## src/rtl/ccff_chain_loader.sv

```systemverilog
// ccff_chain_loader: word-to-serial loader for a tile configuration chain.
// Define CCFF_CHAIN_LOADER_VERIFY_EN for a second readback/compare pass.
module ccff_chain_loader #(
    parameter int CHAIN_LEN = 64,
    parameter int WORD_W    = 8
) (
    input  logic              prog_clk,
    input  logic              prog_rst_n,
    input  logic              start,
    input  logic              abort,
    input  logic [WORD_W-1:0] cfg_data,
    input  logic              cfg_valid,
    output logic              cfg_ready,
    output logic              ccff_head,
    output logic              ccff_clk_en,
    input  logic              ccff_tail,
    output logic              busy,
    output logic              done,
    output logic              verify_err
);
    localparam int BCW = $clog2(CHAIN_LEN + 1);
    localparam int WCW = (WORD_W > 1) ? $clog2(WORD_W) : 1;
`ifdef CCFF_CHAIN_LOADER_VERIFY_EN
    localparam logic LAST_PASS = 1'b1;
`else
    localparam logic LAST_PASS = 1'b0;
`endif

    typedef enum logic [1:0] {IDLE, FETCH, SHIFT, DONE} state_t;

    state_t            state_q, state_d;
    logic [WORD_W-1:0] shreg_q, shreg_d;
    logic [WCW-1:0]    wcnt_q, wcnt_d;
    logic [BCW-1:0]    bcnt_q, bcnt_d;
    logic              pass_q, pass_d;
    logic              head_q, clk_en_q;
    logic              clr;

    always_comb begin
        state_d = state_q;
        shreg_d = shreg_q;
        wcnt_d  = wcnt_q;
        bcnt_d  = bcnt_q;
        pass_d  = pass_q;
        clr     = 1'b0;
        if (abort) begin
            state_d = IDLE;
        end else begin
            unique case (state_q)
                IDLE, DONE: begin
                    state_d = IDLE;
                    if (start) begin
                        state_d = FETCH;
                        wcnt_d  = '0;
                        bcnt_d  = '0;
                        pass_d  = 1'b0;
                        clr     = 1'b1;
                    end
                end
                FETCH: begin
                    if (cfg_valid) begin
                        shreg_d = cfg_data;
                        wcnt_d  = '0;
                        state_d = SHIFT;
                    end
                end
                SHIFT: begin
                    shreg_d = shreg_q << 1;
                    wcnt_d  = wcnt_q + 1'b1;
                    bcnt_d  = bcnt_q + 1'b1;
                    // pass end wins over word end; leftover word bits are dropped
                    if (bcnt_q == BCW'(CHAIN_LEN - 1)) begin
                        bcnt_d = '0;
                        if (pass_q == LAST_PASS) begin
                            state_d = DONE;
                        end else begin
                            pass_d  = 1'b1;
                            state_d = FETCH;
                        end
                    end else if (wcnt_q == WCW'(WORD_W - 1)) begin
                        state_d = FETCH;
                    end
                end
                default: state_d = IDLE;
            endcase
        end
    end

    always_ff @(posedge prog_clk or negedge prog_rst_n) begin
        if (!prog_rst_n) begin
            state_q  <= IDLE;
            shreg_q  <= '0;
            wcnt_q   <= '0;
            bcnt_q   <= '0;
            pass_q   <= 1'b0;
            head_q   <= 1'b0;
            clk_en_q <= 1'b0;
        end else begin
            state_q  <= state_d;
            shreg_q  <= shreg_d;
            wcnt_q   <= wcnt_d;
            bcnt_q   <= bcnt_d;
            pass_q   <= pass_d;
            head_q   <= (state_d == SHIFT) & shreg_d[WORD_W-1];
            clk_en_q <= (state_d == SHIFT);
        end
    end

`ifdef CCFF_CHAIN_LOADER_VERIFY_EN
    logic verr_q;

    // pass 2 replays pass 1, so the tail must match the bit being driven
    always_ff @(posedge prog_clk or negedge prog_rst_n) begin
        if (!prog_rst_n) begin
            verr_q <= 1'b0;
        end else if (clr) begin
            verr_q <= 1'b0;
        end else if (state_q == SHIFT && pass_q && (ccff_tail != head_q)) begin
            verr_q <= 1'b1;
        end
    end

    assign verify_err = verr_q;
`else
    logic unused_tail;
    assign unused_tail = ccff_tail;
    assign verify_err  = 1'b0;
`endif

    assign ccff_head   = head_q;
    assign ccff_clk_en = clk_en_q;
    assign cfg_ready   = (state_q == FETCH);
    assign busy        = (state_q == FETCH) || (state_q == SHIFT);
    assign done        = (state_q == DONE);

endmodule

```

## config.mk

```make
export PLATFORM = sky130hd
export DESIGN_NAME = ccff_chain_loader
export DESIGN_NICKNAME = d
export VERILOG_FILES = /design/src/rtl/ccff_chain_loader.sv
export SDC_FILE = /design/constraint.sdc
export NUM_CORES = 1
export LEC_CHECK = 0
export CAP_MARGIN = 20
export CORE_ASPECT_RATIO = 1.25
export CORE_MARGIN = 2
export CORE_UTILIZATION = 33
export DETAILED_ROUTE_END_ITERATION = 16
export PLACE_DENSITY = 0.59
export SETUP_SLACK_MARGIN = 0.1
export SYNTH_ARGS = -nofsm -noshare
export SYNTH_HDL_FRONTEND = slang
export SYNTH_SLANG_ARGS = --single-unit
```

## constraint.sdc

```tcl
create_clock -name prog_clk -period 1.5 [get_ports prog_clk]
set_input_delay 0.15 -clock prog_clk [delete_from_list [all_inputs] [get_ports prog_clk]]
set_output_delay 0.15 -clock prog_clk [all_outputs]
set_load 0.02 [all_outputs]
```

### Word level (Yosys, flattened, before mapping)

Cells that the tools add are included.
Widths: inputs -> output; s select.

* bits in registers: 23
* bits of input ports: 14
* output and inout bits: 6
* word-level logic and storage cells: 50

* add/subtract/negate cells: 2
* eq/ne operators: 9
* muxes and demuxes: 20
* bitwise gates (word level): 2
* reduce and logical (&&, ||, !) cells: 9

Operators with widths (count)
* $mux 8: 2
* $pmux 8 s2: 1
* $mux 7: 2
* $pmux 7 s2: 1
* $mux 2: 5
* $pmux 3 s3: 1
* $reduce_and 3->1: 3
* $add 7x1->7 const B: 1
* $eq 7x6->1 const B: 1
* $eq 2x2->1 const B: 3
* $mux 3: 2
* $ne 2x2->1 const B: 3
* $pmux 2 s3: 1
* $mux 1: 4
* $reduce_and 4->1: 1
* $reduce_bool 2->1: 2
* $add 3x1->3 const B: 1
* $eq 3x3->1 const B: 1
* $eq 2x1->1 const B: 1
* $logic_not 2->1: 1
* $pmux 1 s2: 1
* $reduce_or 2->1: 1
* $and 1x1->1: 1
* $logic_or 1x1->1: 1
* $not 1->1: 1

### Depth between registers and ports, before layout

Gate-level depths: netlist of the first run.

* word-level depth: 7
* mapped depth: 7
* depth with buffers taken out: 6

### Worst setup path before layout of the first run

OpenSTA, ideal clock, no wires.

* path type: reg-to-reg
* from: register state_q[0]
* to: register head_q, in the netlist ccff_head
* library setup time: 120 ps
* arrival time: 1599 ps
* required time: 1380 ps
* path slack: -219 ps
* cell stages (with the launch flop): 7
* path buffers: 1
* period minus slack after synthesis: 1719 ps
* cells stage by stage: dfrtp_1 ha_1 and2_1 buf_2 a22o_1 a22o_1 and3b_1

* elaborated cells between the ends (all ways): 14
* those cells by class: eq/ne: 4; mux: 7; bitwise: 1; reduce/logical: 2

RTL lines
* start: declaration: line 31 `state_t state_q, state_d;`
* start signal: assignment: line 99 `state_q <= state_d;`
* $eq 2x1->1
* via cfg_ready: line 13 `output logic cfg_ready,`
* $pmux 8 s2: line 49 `unique case (state_q)`
* $mux 8: line 46 `if (abort) begin`
* via shreg_d[7]: line 32 `logic [WORD_W-1:0] shreg_q, shreg_d;`
* $and 1x1->1: line 104 `head_q <= (state_d == SHIFT) & shreg_d[WORD_W-1];`
* end signal: assignment: line 104
* end: declaration: line 36 `logic head_q, clk_en_q;`

The timed path passes the listed nets, and every way through them passes these cells.
A chain may end at the register's enable or synchronous reset.

### Worst setup path in the final report of the first run

* from: register wcnt_q[1]
* to: register head_q, in the netlist ccff_head

* cells in the longest elaborated chain, start to end: 7

RTL lines
* start: declaration: line 33 `logic [WCW-1:0] wcnt_q, wcnt_d;`
* start signal: assignment: line 101 `wcnt_q <= wcnt_d;`
* $eq 3x3->1: line 80 `end else if (wcnt_q == WCW'(WORD_W - 1)) begin`
* $mux 2: line 80
* $mux 2: line 72 `if (bcnt_q == BCW'(CHAIN_LEN - 1)) begin`
* $pmux 2 s3: line 49
* $mux 2: line 46
* via state_d[0]: line 31
* $eq 2x2->1: line 104
* $and 1x1->1: line 104

The timed path passes the listed nets, and every way through them passes these cells.

==> qor.yml, run 1 <==
run_status:
  status: "finished with violations"
  failed_checks: "negative setup slack"
layout:
  n_antenna_cell: 0
  multiInputGateArea_sq_um: 714
  stdcell_area_sq_um: 1800
  area_growth_pct: 58.2
  layout.area.seq_sq_um: 552
  layout-drive-gt1-share_pct: 46.2
  final_nets: 177
  layoutNonFillerInstCount: 193
  final_cell_mix: "dfrtp_1 (21), buf_4 (21), clkdlybuf4s50_1 (14)"
  nFillCells: 280
  utilization_pct: 55.4
drt:
  drcViolationCount: 0
  wirelength_um: 2750
  drt-vias-per-instance: 5.09
  drt-pass1-iter-count: 4
  wl_met2_um: 1500
  wl_per_cell_um: 14.2
  routed-wl-met3_um: 50
  drtAntennaViolNets: 0
  drt_iter0_drc: 20
  top_layer: "met4"
  via_count: 982
  wl_met1_um: 1140
global_route:
  grt_antenna_before_repair: 0
  track_usage_pct: 15.0
  gr-total-overflow: 0
  grt_pass1_vias: 1085
  grt_max_degree: 23
  grt_pass1_wl_um: 4770
synth:
  yosysTopAreaCellShare_pct: 48.4
  synth.area.top_cells: "dfrtp_1 (48%), ha_1 (6.6%), o21ai_1 (5.3%), nand2_1 (4.3%), a22oi_1 (4.0%)"
  yosys.cell_types.count: 34
  syn_avg_cell_area_sq_um: 9.90
  postSynthCellCount: 115
  yosys.area.top_type: "dfrtp_1"
  yosys_warnings: 0
  synthArstFlopShare_pct: 100
  ys.flop_type: "dfrtp_1"
  synth_area_sq_um: 1140
  ys_ff_latch: 22
  syn_nets: 135
  synth_edf_count: 0
  ys_seq_area_share_pct: 48.4
power:
  switchingPower_uw: 336
  powerDensity_nw_per_um2: 807
  p_int_mw: 1.12
  pwr-share-comb_pct: 18.6
  seqPwrFrac_pct: 43.4
  power_frac_clock_pct: 38.0
  total_leakage_power_nw: 0.804
  vdd_drop_max_mv: 0.676
  p_sw_share_pct: 23.1
worst_setup_path:
  cp.arrival_ns: 1.80
  path_class: "flip-flop to flip-flop"
  cp-end-kind: "flip-flop"
  cp_max_fo: 3
  reg2reg_depth: 5
  critPathRequiredTime_ns: 1.70
  crit_path_start_kind: "flip-flop"
timing:
  fin_skew_ns: 0.00775
  hold_viol: 0
  fin_crit_ns: 1.61
  hold_ws_ns: 0.233
  worst_slack_ns: -0.107
  slew_viol_final: 0
  fmax_mhz: 622
  rsz0062_at_grt: "true"
  final-setup-viol-count: 7
  fin_crit_sh_pct: 107
floorplanning:
  die_area_sq_um: 3940
  initial_core_util_pct: 35.0
  pin_count: 20
  dieWidth_um: 56.5
  die_h_um: 69.7
  coreArea_sq_um: 3250
  fp-row-count: 23
worst_hold_path:
  hold_class: "input port to asynchronous set/reset pin"
placement:
  gp_congestion: 0.765
  io_buffers: 17
  dp_cells: 181
  hpwl_um: 1930
  pre_cts_slack_ns: -0.142
  placed_area_sq_um: 1510
clock_network:
  clk_pin_slew_worst_paths_ns: 0.09
  cts.htree.levels: 1
  numCtsBuffers: 3
  worstSkewPairLatency_ns: 0.26
  max-clock-path-buffers: 2
  root_buffer: "clkbuf_8"
  holdBufCountCts: 0
  cts_sinks: 22
  cts_tree: "done"
flow_run:
  maxCapViolCount: 0
state kept, by name (all words and copies together), names as in the netlist:
| signal | cells |
|---|---|
| shreg_q | 8 |
| bcnt_q | 7 |
| wcnt_q | 3 |
| state_q | 2 |
| ccff_clk_en | 1 |
| ccff_head | 1 |
Yosys cell counts (2+ instances only):
| master | number |
|---|---|
| a22o_1 | 2 |
| nand2b_1 | 2 |
| nor3_2 | 2 |
| a22oi_1 | 6 |
| nor2b_1 | 5 |
| dfrtp_1 | 22 |
| nand2_1 | 13 |
| o21ai_0 | 3 |
| inv_1 | 8 |
| mux2i_1 | 3 |
| buf_2 | 4 |
| and2_1 | 2 |
| o21ai_1 | 12 |
| nand3_1 | 3 |
| o31ai_1 | 2 |
| ha_1 | 6 |
| nor2_1 | 3 |
power groups by stage:
| stage | sequential, mW | combinational (mW) | clock, mW |
|---|---|---|---|
| floorplan | 0.638 | 0.110 | 0 |
| global placement | 0.637 | 0.195 | 0 |
| detailed placement | 0.638 | 0.200 | 0 |
| CTS | 0.626 | 0.228 | 0.567 |
| global route | 0.634 | 0.292 | 0.590 |
| finish | 0.631 | 0.271 | 0.552 |
area by class of cell:
| cell class | instances | area share, % |
|---|---|---|
| Clock buffer | 3 | 2.29 |
| Clock inverter | 1 | 1.67 |
| Inverter | 8 | 1.67 |
| Multi-Input combinational cell | 79 | 39.7 |
| Sequential cell | 22 | 30.6 |
| Tap cell | 37 | 2.57 |
| Timing Repair Buffer | 43 | 21.5 |
logic make-up (layout without fill, tap and decap cells):
kind of cell / after synthesis / after routing / synth area share [%]
flip-flops: 22 / 22 / 48.4
AO/OA/AOI/OAI: 34 / 34 / 20.0
buffers and inverters: 14 / 55 / 5.38
AND/OR/NAND/NOR: 34 / 34 / 15.7
adder cells (fa/ha/maj): 6 / 6 / 6.59
other: 1 / 1 / 0.329
multiplexers: 4 / 4 / 3.63
final timing paths:
check | from | end | slack (ns)
min | prog_rst_n | bcnt_q[3] | 0.23
max in group asynchronous | prog_rst_n | state_q[1] | 1.02
min reg2reg | shreg_q[6] | shreg_q[6] | 0.51
max | wcnt_q[1] | ccff_head | -0.11
min in group prog_clk | shreg_q[6] | shreg_q[6] | 0.51
max reg2reg | wcnt_q[1] | ccff_head | -0.11
worst max-delay path, stage by stage (launching register included):
cell and delay (ns):
dfrtp_1 0.39, ha_2 0.20, ha_4 0.16, or3_4 0.36, o211a_4 0.24, and3b_1 0.20
routing by layer:
metal,global-route usage (%),vias to the layer above
met3,2.99,4
met5,0,-
li1,-,484
met2,26.6,8
met4,6.08,0
met1,17.3,486
metrics by stage:
| step | total power, mW | TNS, ns |
|---|---|---|
| floorplan | 0.748 | -0.107 |
| global placement | 0.832 | -0.290 |
| detailed placement | 0.838 | -0.453 |
| CTS | 1.42 | -0.236 |
| global route | 1.52 | -0.972 |
| finish | 1.45 | -0.336 |
repair_timing:
action                     CTS  global route
setup buffers                4             3
gates cloned                 1             0
resized for setup           29            26
setup endpoints to repair   24            23
pin swaps                    6             7
No activity file was read; power rests on OpenSTA's default activity.
==> run 2: changes to the inputs <==
--- a/config.mk
+++ b/config.mk
@@ -8,9 +8,10 @@
 export CAP_MARGIN = 20
 export CORE_ASPECT_RATIO = 1.25
 export CORE_MARGIN = 2
-export CORE_UTILIZATION = 33
+export CORE_UTILIZATION = 46
 export DETAILED_ROUTE_END_ITERATION = 16
-export PLACE_DENSITY = 0.59
+export PLACE_DENSITY = 0.77
+export RECOVER_POWER = 50
 export SETUP_SLACK_MARGIN = 0.1
 export SYNTH_ARGS = -nofsm -noshare
 export SYNTH_HDL_FRONTEND = slang
==> run 2 against run 1 <==
  * The run still ends with negative setup slack left
  * Sequential power barely moved
  * Maximum frequency fell by 2.2%
  * Clock-buffer cell count is the same
  * Critical path depth is the same
  * Routed wire length up 8.6%
==> qor.yml, run 2 (synthesis results as in run 1) <==
run_status:
  status: "finished with violations"
  failed_checks: "negative setup slack"
layout:
  layout-drive-gt1-share_pct: 45.9
  layoutNonFillerInstCount: 190
  regMostFlops: "shreg_q"
  final_nets: 178
  final_cell_mix: "dfrtp_1 (21), buf_4 (17), nand2_1 (11), clkdlybuf4s50_1 (11), buf_6 (10)"
  n_antenna_cell: 0
  largest_reg_flops: 8
  final_common_cell: "dfrtp_1"
  reg_top3: "shreg_q (8), bcnt_q (7), wcnt_q (3)"
  utilization_pct: 75.5
  area_growth_pct: 59.2
global_route:
  grt_antenna_before_repair: 0
  grt_pass1_vias: 1017
  grt_max_degree: 23
  gr-total-overflow: 0
  grt_pass1_wl_um: 4690
  track_usage_pct: 21.8
power:
  total_leakage_power_nw: 0.816
  powerDensity_nw_per_um2: 762
  vdd_drop_max_mv: 0.620
floorplanning:
  fp-row-count: 20
  coreArea_sq_um: 2400
  dieWidth_um: 48.5
  die_area_sq_um: 2890
  die_h_um: 59.6
  initial_core_util_pct: 47.4
  pin_count: 20
drt:
  drt-vias-per-instance: 5.29
  drt-pass1-iter-count: 4
  via_count: 1006
  wirelength_um: 2980
  drtAntennaViolNets: 0
  drcViolationCount: 0
  drt_iter0_drc: 23
  wl_per_cell_um: 15.7
worst_setup_path:
  reg2reg_depth: 5
  r2r-start: "wcnt_q[0]"
  cp-end-kind: "flip-flop"
  critPathRequiredTime_ns: 1.77
  cp_max_fo: 3
  r2r_slack_ns: -0.14
  cp.arrival_ns: 1.91
  path_class: "flip-flop to flip-flop"
  r2r-end: "ccff_head"
  crit_path_start_kind: "flip-flop"
clock_network:
  cts_tree: "done"
  holdBufCountCts: 0
  max-clock-path-buffers: 2
  clk_pin_slew_worst_paths_ns: 0.14
  root_buffer: "clkbuf_4"
  cts_sinks: 22
  cts.htree.levels: 1
  worstSkewPairLatency_ns: 0.33
  numCtsBuffers: 3
placement:
  pre_cts_slack_ns: -0.152
  dp_cells: 175
  gp_congestion: 0.772
  io_buffers: 17
  hpwl_um: 1920
flow_run:
  maxCapViolCount: 0
timing:
  hold_viol: 0
  final-setup-viol-count: 8
  fin_crit_ns: 1.64
  fin_crit_sh_pct: 109
  rsz0062_at_grt: "true"
  fin_skew_ns: 0.0101
  slew_viol_final: 0
  fmax_mhz: 609
  worst_slack_ns: -0.142
  setup_tns_ns: -0.464
  slew-limit-headroom_pct: 61.9
  hold_ws_ns: 0.323
  worstMarginPinSlew_ns: 0.572
worst_hold_path:
  hold_class: "input port to asynchronous set/reset pin"
## run 2: power by group
group	switching, mW	internal [mW]	total (mW)
logic	0.126	0.153	0.279
registers	0.0165	0.615	0.631
clock network	0.201	0.271	0.471
## run 2: worst max path at each step
stage | startpoint | end | slack [ns] | depth (start not counted)
after detailed placement | wcnt_q[1] | ccff_head | -0.15 | 5
final | wcnt_q[0] | ccff_head | -0.14 | 5
after global routing | wcnt_q[1] | ccff_head | -0.18 | 5
after global placement | wcnt_q[1] | ccff_head | -0.09 | 5
after floorplan | wcnt_q[1] | ccff_head | -0.07 | 5
after CTS | wcnt_q[0] | ccff_head | -0.13 | 5
## run 2: layout make-up
type	instances	area, sq um
tap	33	41.3
timing repair buffer	44	423
fill	170	589
clock inverter	1	30.0
sequential	22	552
clock buffer	3	22.5
inverter	8	30.0
multi-input combinational	79	714
## run 2: critical path, stage by stage (launching register included)
cell     delay (ns)
dfrtp_1        0.42
ha_2           0.19
ha_4           0.16
or3_4          0.36
o211a_4        0.24
and3b_1        0.21
## run 2: stage by stage
stage               instance area, sq um  total power [mW]
global placement                    1490             0.830
detailed placement                  1490             0.836
floorplan                           1210             0.748
global route                        1810              1.43
finish                              1810              1.38
CTS                                 1630              1.33
## run 2: metal layers
layer / GRT usage [%] / vias up / share of wire, %
li1: - / 485 / -
met1: 24.5 / 498 / 38
met2: 40.9 / 18 / 57
met3: 1.77 / 5 / 2.6
met4: 12.7 / 0 / 2.2
met5: 0 / - / 0
## run 2: what timing repair did
| action | CTS | global route |
|---|---|---|
| setup buffers | 5 | 6 |
| cloned | 0 | 1 |
| gates resized for setup | 29 | 33 |
| pin swaps | 5 | 8 |
| endpoints found under the setup margin | 27 | 25 |
| endpoints found under the hold margin | 0 | 0 |
==> run 3: changes to the inputs <==
--- a/config.mk
+++ b/config.mk
@@ -6,11 +6,13 @@
 export NUM_CORES = 1
 export LEC_CHECK = 0
 export CAP_MARGIN = 20
+export CELL_PAD_IN_SITES_DETAIL_PLACEMENT = 1
+export CELL_PAD_IN_SITES_GLOBAL_PLACEMENT = 1
 export CORE_ASPECT_RATIO = 1.25
-export CORE_MARGIN = 2
-export CORE_UTILIZATION = 46
+export CORE_MARGIN = 4
+export CORE_UTILIZATION = 35
 export DETAILED_ROUTE_END_ITERATION = 16
-export PLACE_DENSITY = 0.77
+export PLACE_DENSITY = 0.76
 export RECOVER_POWER = 50
 export SETUP_SLACK_MARGIN = 0.1
 export SYNTH_ARGS = -nofsm -noshare
==> run 3 against run 2 <==
  * First-iteration DRC count decreased by 13%
  * The flow still finishes with violations (negative setup slack)
  * Clock skew decreased by 0.0078 ns
  * Clock-buffer cell count unchanged
  * Core utilization decreased by 18 points
  * Combinational power decreased by 6%
  * Routed wire length increased by 15%
  * Largest power group unchanged
  * Flip-flop and latch count unchanged
==> qor.yml, run 3 (synthesis results as in run 1) <==
worst_setup_path:
  path_cells: "ha_2, ha_4, or3_4, o211a_4, and3b_1"
  cp_slowest_cell: "dfrtp_1"
  reg2reg_depth: 5
  cp-end-kind: "flip-flop"
  critPathRequiredTime_ns: 1.76
  crit_buf_inv: 0
  crit_path_start_kind: "flip-flop"
  r2r_slack_ns: -0.12
  startpoint: "wcnt_q[0]"
  path_class: "flip-flop to flip-flop"
  cp_max_fo: 3
  r2r-end: "ccff_head"
  cp.arrival_ns: 1.88
  slowest_delay_ns: 0.41
  r2r-start: "wcnt_q[0]"
  cp_top_family: "simple AND/OR/NAND/NOR gates"
placement:
  placed_area_sq_um: 1500
  io_buffers: 17
  gp_congestion: 0.767
  hpwl_um: 2220
  pre_cts_slack_ns: -0.201
layout:
  final_cell_mix: "dfrtp_1 (21), buf_4 (20), nand2_1 (12)"
  reg_top3: "shreg_q (8), bcnt_q (7), wcnt_q (3)"
  n_antenna_cell: 0
  largest_reg_flops: 8
  regMostFlops: "shreg_q"
  area_growth_pct: 53.5
  nFillCells: 341
  layout-drive-gt1-share_pct: 43.2
  stdcell_area_sq_um: 1750
  final_common_cell: "dfrtp_1"
  final_nets: 176
floorplanning:
  dieWidth_um: 59.0
  initial_core_util_pct: 37.6
  coreArea_sq_um: 3030
  pin_count: 20
  die_area_sq_um: 4240
  fp-row-count: 22
  die_h_um: 71.8
power:
  power_frac_clock_pct: 34.1
  total_leakage_power_nw: 0.783
  seqPwrFrac_pct: 46.6
  switchingPower_uw: 330
  pwr-share-comb_pct: 19.3
  powerDensity_nw_per_um2: 773
  vdd_drop_max_mv: 0.516
  p_int_mw: 1.02
  p_sw_share_pct: 24.4
drt:
  drtAntennaViolNets: 0
  wl_per_cell_um: 18.0
  drt_iter0_drc: 20
  drt-vias-per-instance: 5.38
  via_count: 1027
  drt-pass1-iter-count: 2
  drcViolationCount: 0
  wirelength_um: 3430
global_route:
  grt_pass1_wl_um: 5620
  grt_max_degree: 23
  track_usage_pct: 17.7
  gr-total-overflow: 0
  grt_antenna_before_repair: 0
  grt_pass1_vias: 1172
worst_hold_path:
  hold_class: "input port to asynchronous set/reset pin"
timing:
  slew_viol_final: 0
  hold_viol: 0
  worstMarginPinSlew_ns: 0.555
  final-setup-viol-count: 19
  slew-limit-headroom_pct: 63.0
  fin_crit_sh_pct: 108
  worst_slack_ns: -0.119
  rsz0062_at_grt: "true"
  fmax_mhz: 618
  fin_skew_ns: 0.00236
  fin_crit_ns: 1.62
flow_run:
  maxCapViolCount: 0
run_status:
  status: "finished with violations"
  failed_checks: "negative setup slack"
clock_network:
  root_buffer: "clkbuf_4"
  cts.htree.levels: 1
  cts_sinks: 22
  max-clock-path-buffers: 2
  cts_tree: "done"
  numCtsBuffers: 3
  worstSkewPairLatency_ns: 0.31
  clk_pin_slew_worst_paths_ns: 0.13
## run 3: changes by cell type in the layout (fill, tap and decap cells not counted), sizes merged
| cell | change |
|---|---|
| buf | -1 |
| clkbuf | -1 |
## run 3: worst max path at each step
stage,endpoint,cells past startpoint,slack (ns)
floorplan,ccff_head,5,-0.07
global placement,ccff_head,5,-0.1
detailed placement,bcnt_q[5],5,-0.20
CTS,ccff_head,5,-0.14
global route,bcnt_q[5],5,-0.20
finish,ccff_head,5,-0.12
## run 3: worst reg2reg max path: cells and delay by family (launching register included)
kind,cells,cell delay [ns]
compound gates,1,0.25
flops,1,0.41
simple gates,2,0.56
fa+ha+maj,2,0.35
## run 3: layout make-up
cell class              instances  area (sq um)  share of cell area (%)
clock inverters                 1          30.0                    1.72
flip-flops and latches         22           552                    31.6
clock buffers                   3          22.5                    1.29
well taps                      36          45.0                    2.58
multi-input cells              79           697                    39.9
inverters                       8          30.0                    1.72
repair buffers                 42           372                    21.3
## run 3: metal layers
layer	GRT usage, %	wire (um)	up-vias
met5	0	0	-
met4	6.55	73	0
met3	3.60	76	6
met2	33.2	2030	14
met1	18.7	1250	525
li1	-	-	482
## run 3: power groups by stage
stage / combinational [mW] / clock (mW) / sequential (mW)
6_report: 0.261 / 0.460 / 0.630
5_1_grt: 0.283 / 0.500 / 0.633
4_1_cts: 0.244 / 0.481 / 0.630
3_5_place_dp: 0.201 / 0 / 0.638
3_3_place_gp: 0.193 / 0 / 0.636
2_1_floorplan: 0.110 / 0 / 0.638
## run 3: what timing repair did
| action | CTS | global route |
|---|---|---|
| hold buffers | 0 | 0 |
| gates resized for setup | 40 | 10 |
| pin swaps | 7 | 2 |
| buffers inserted | 5 | 3 |
| setup endpoints to repair | 26 | 24 |
## run 3: stage by stage
step	hold WS, ns	power [mW]	utilization, %	std cells	setup TNS, ns
6_report	0.341	1.35	57.7	191	-1.07
5_1_grt	0.372	1.42	57.7	191	-2.94
4_1_cts	0.167	1.35	55.8	188	-0.591
3_5_place_dp	0.487	0.839	49.7	179	-1.12
3_3_place_gp	0.468	0.829	49.7	179	-0.259
2_1_floorplan	-0.146	0.748	-	115	-0.107
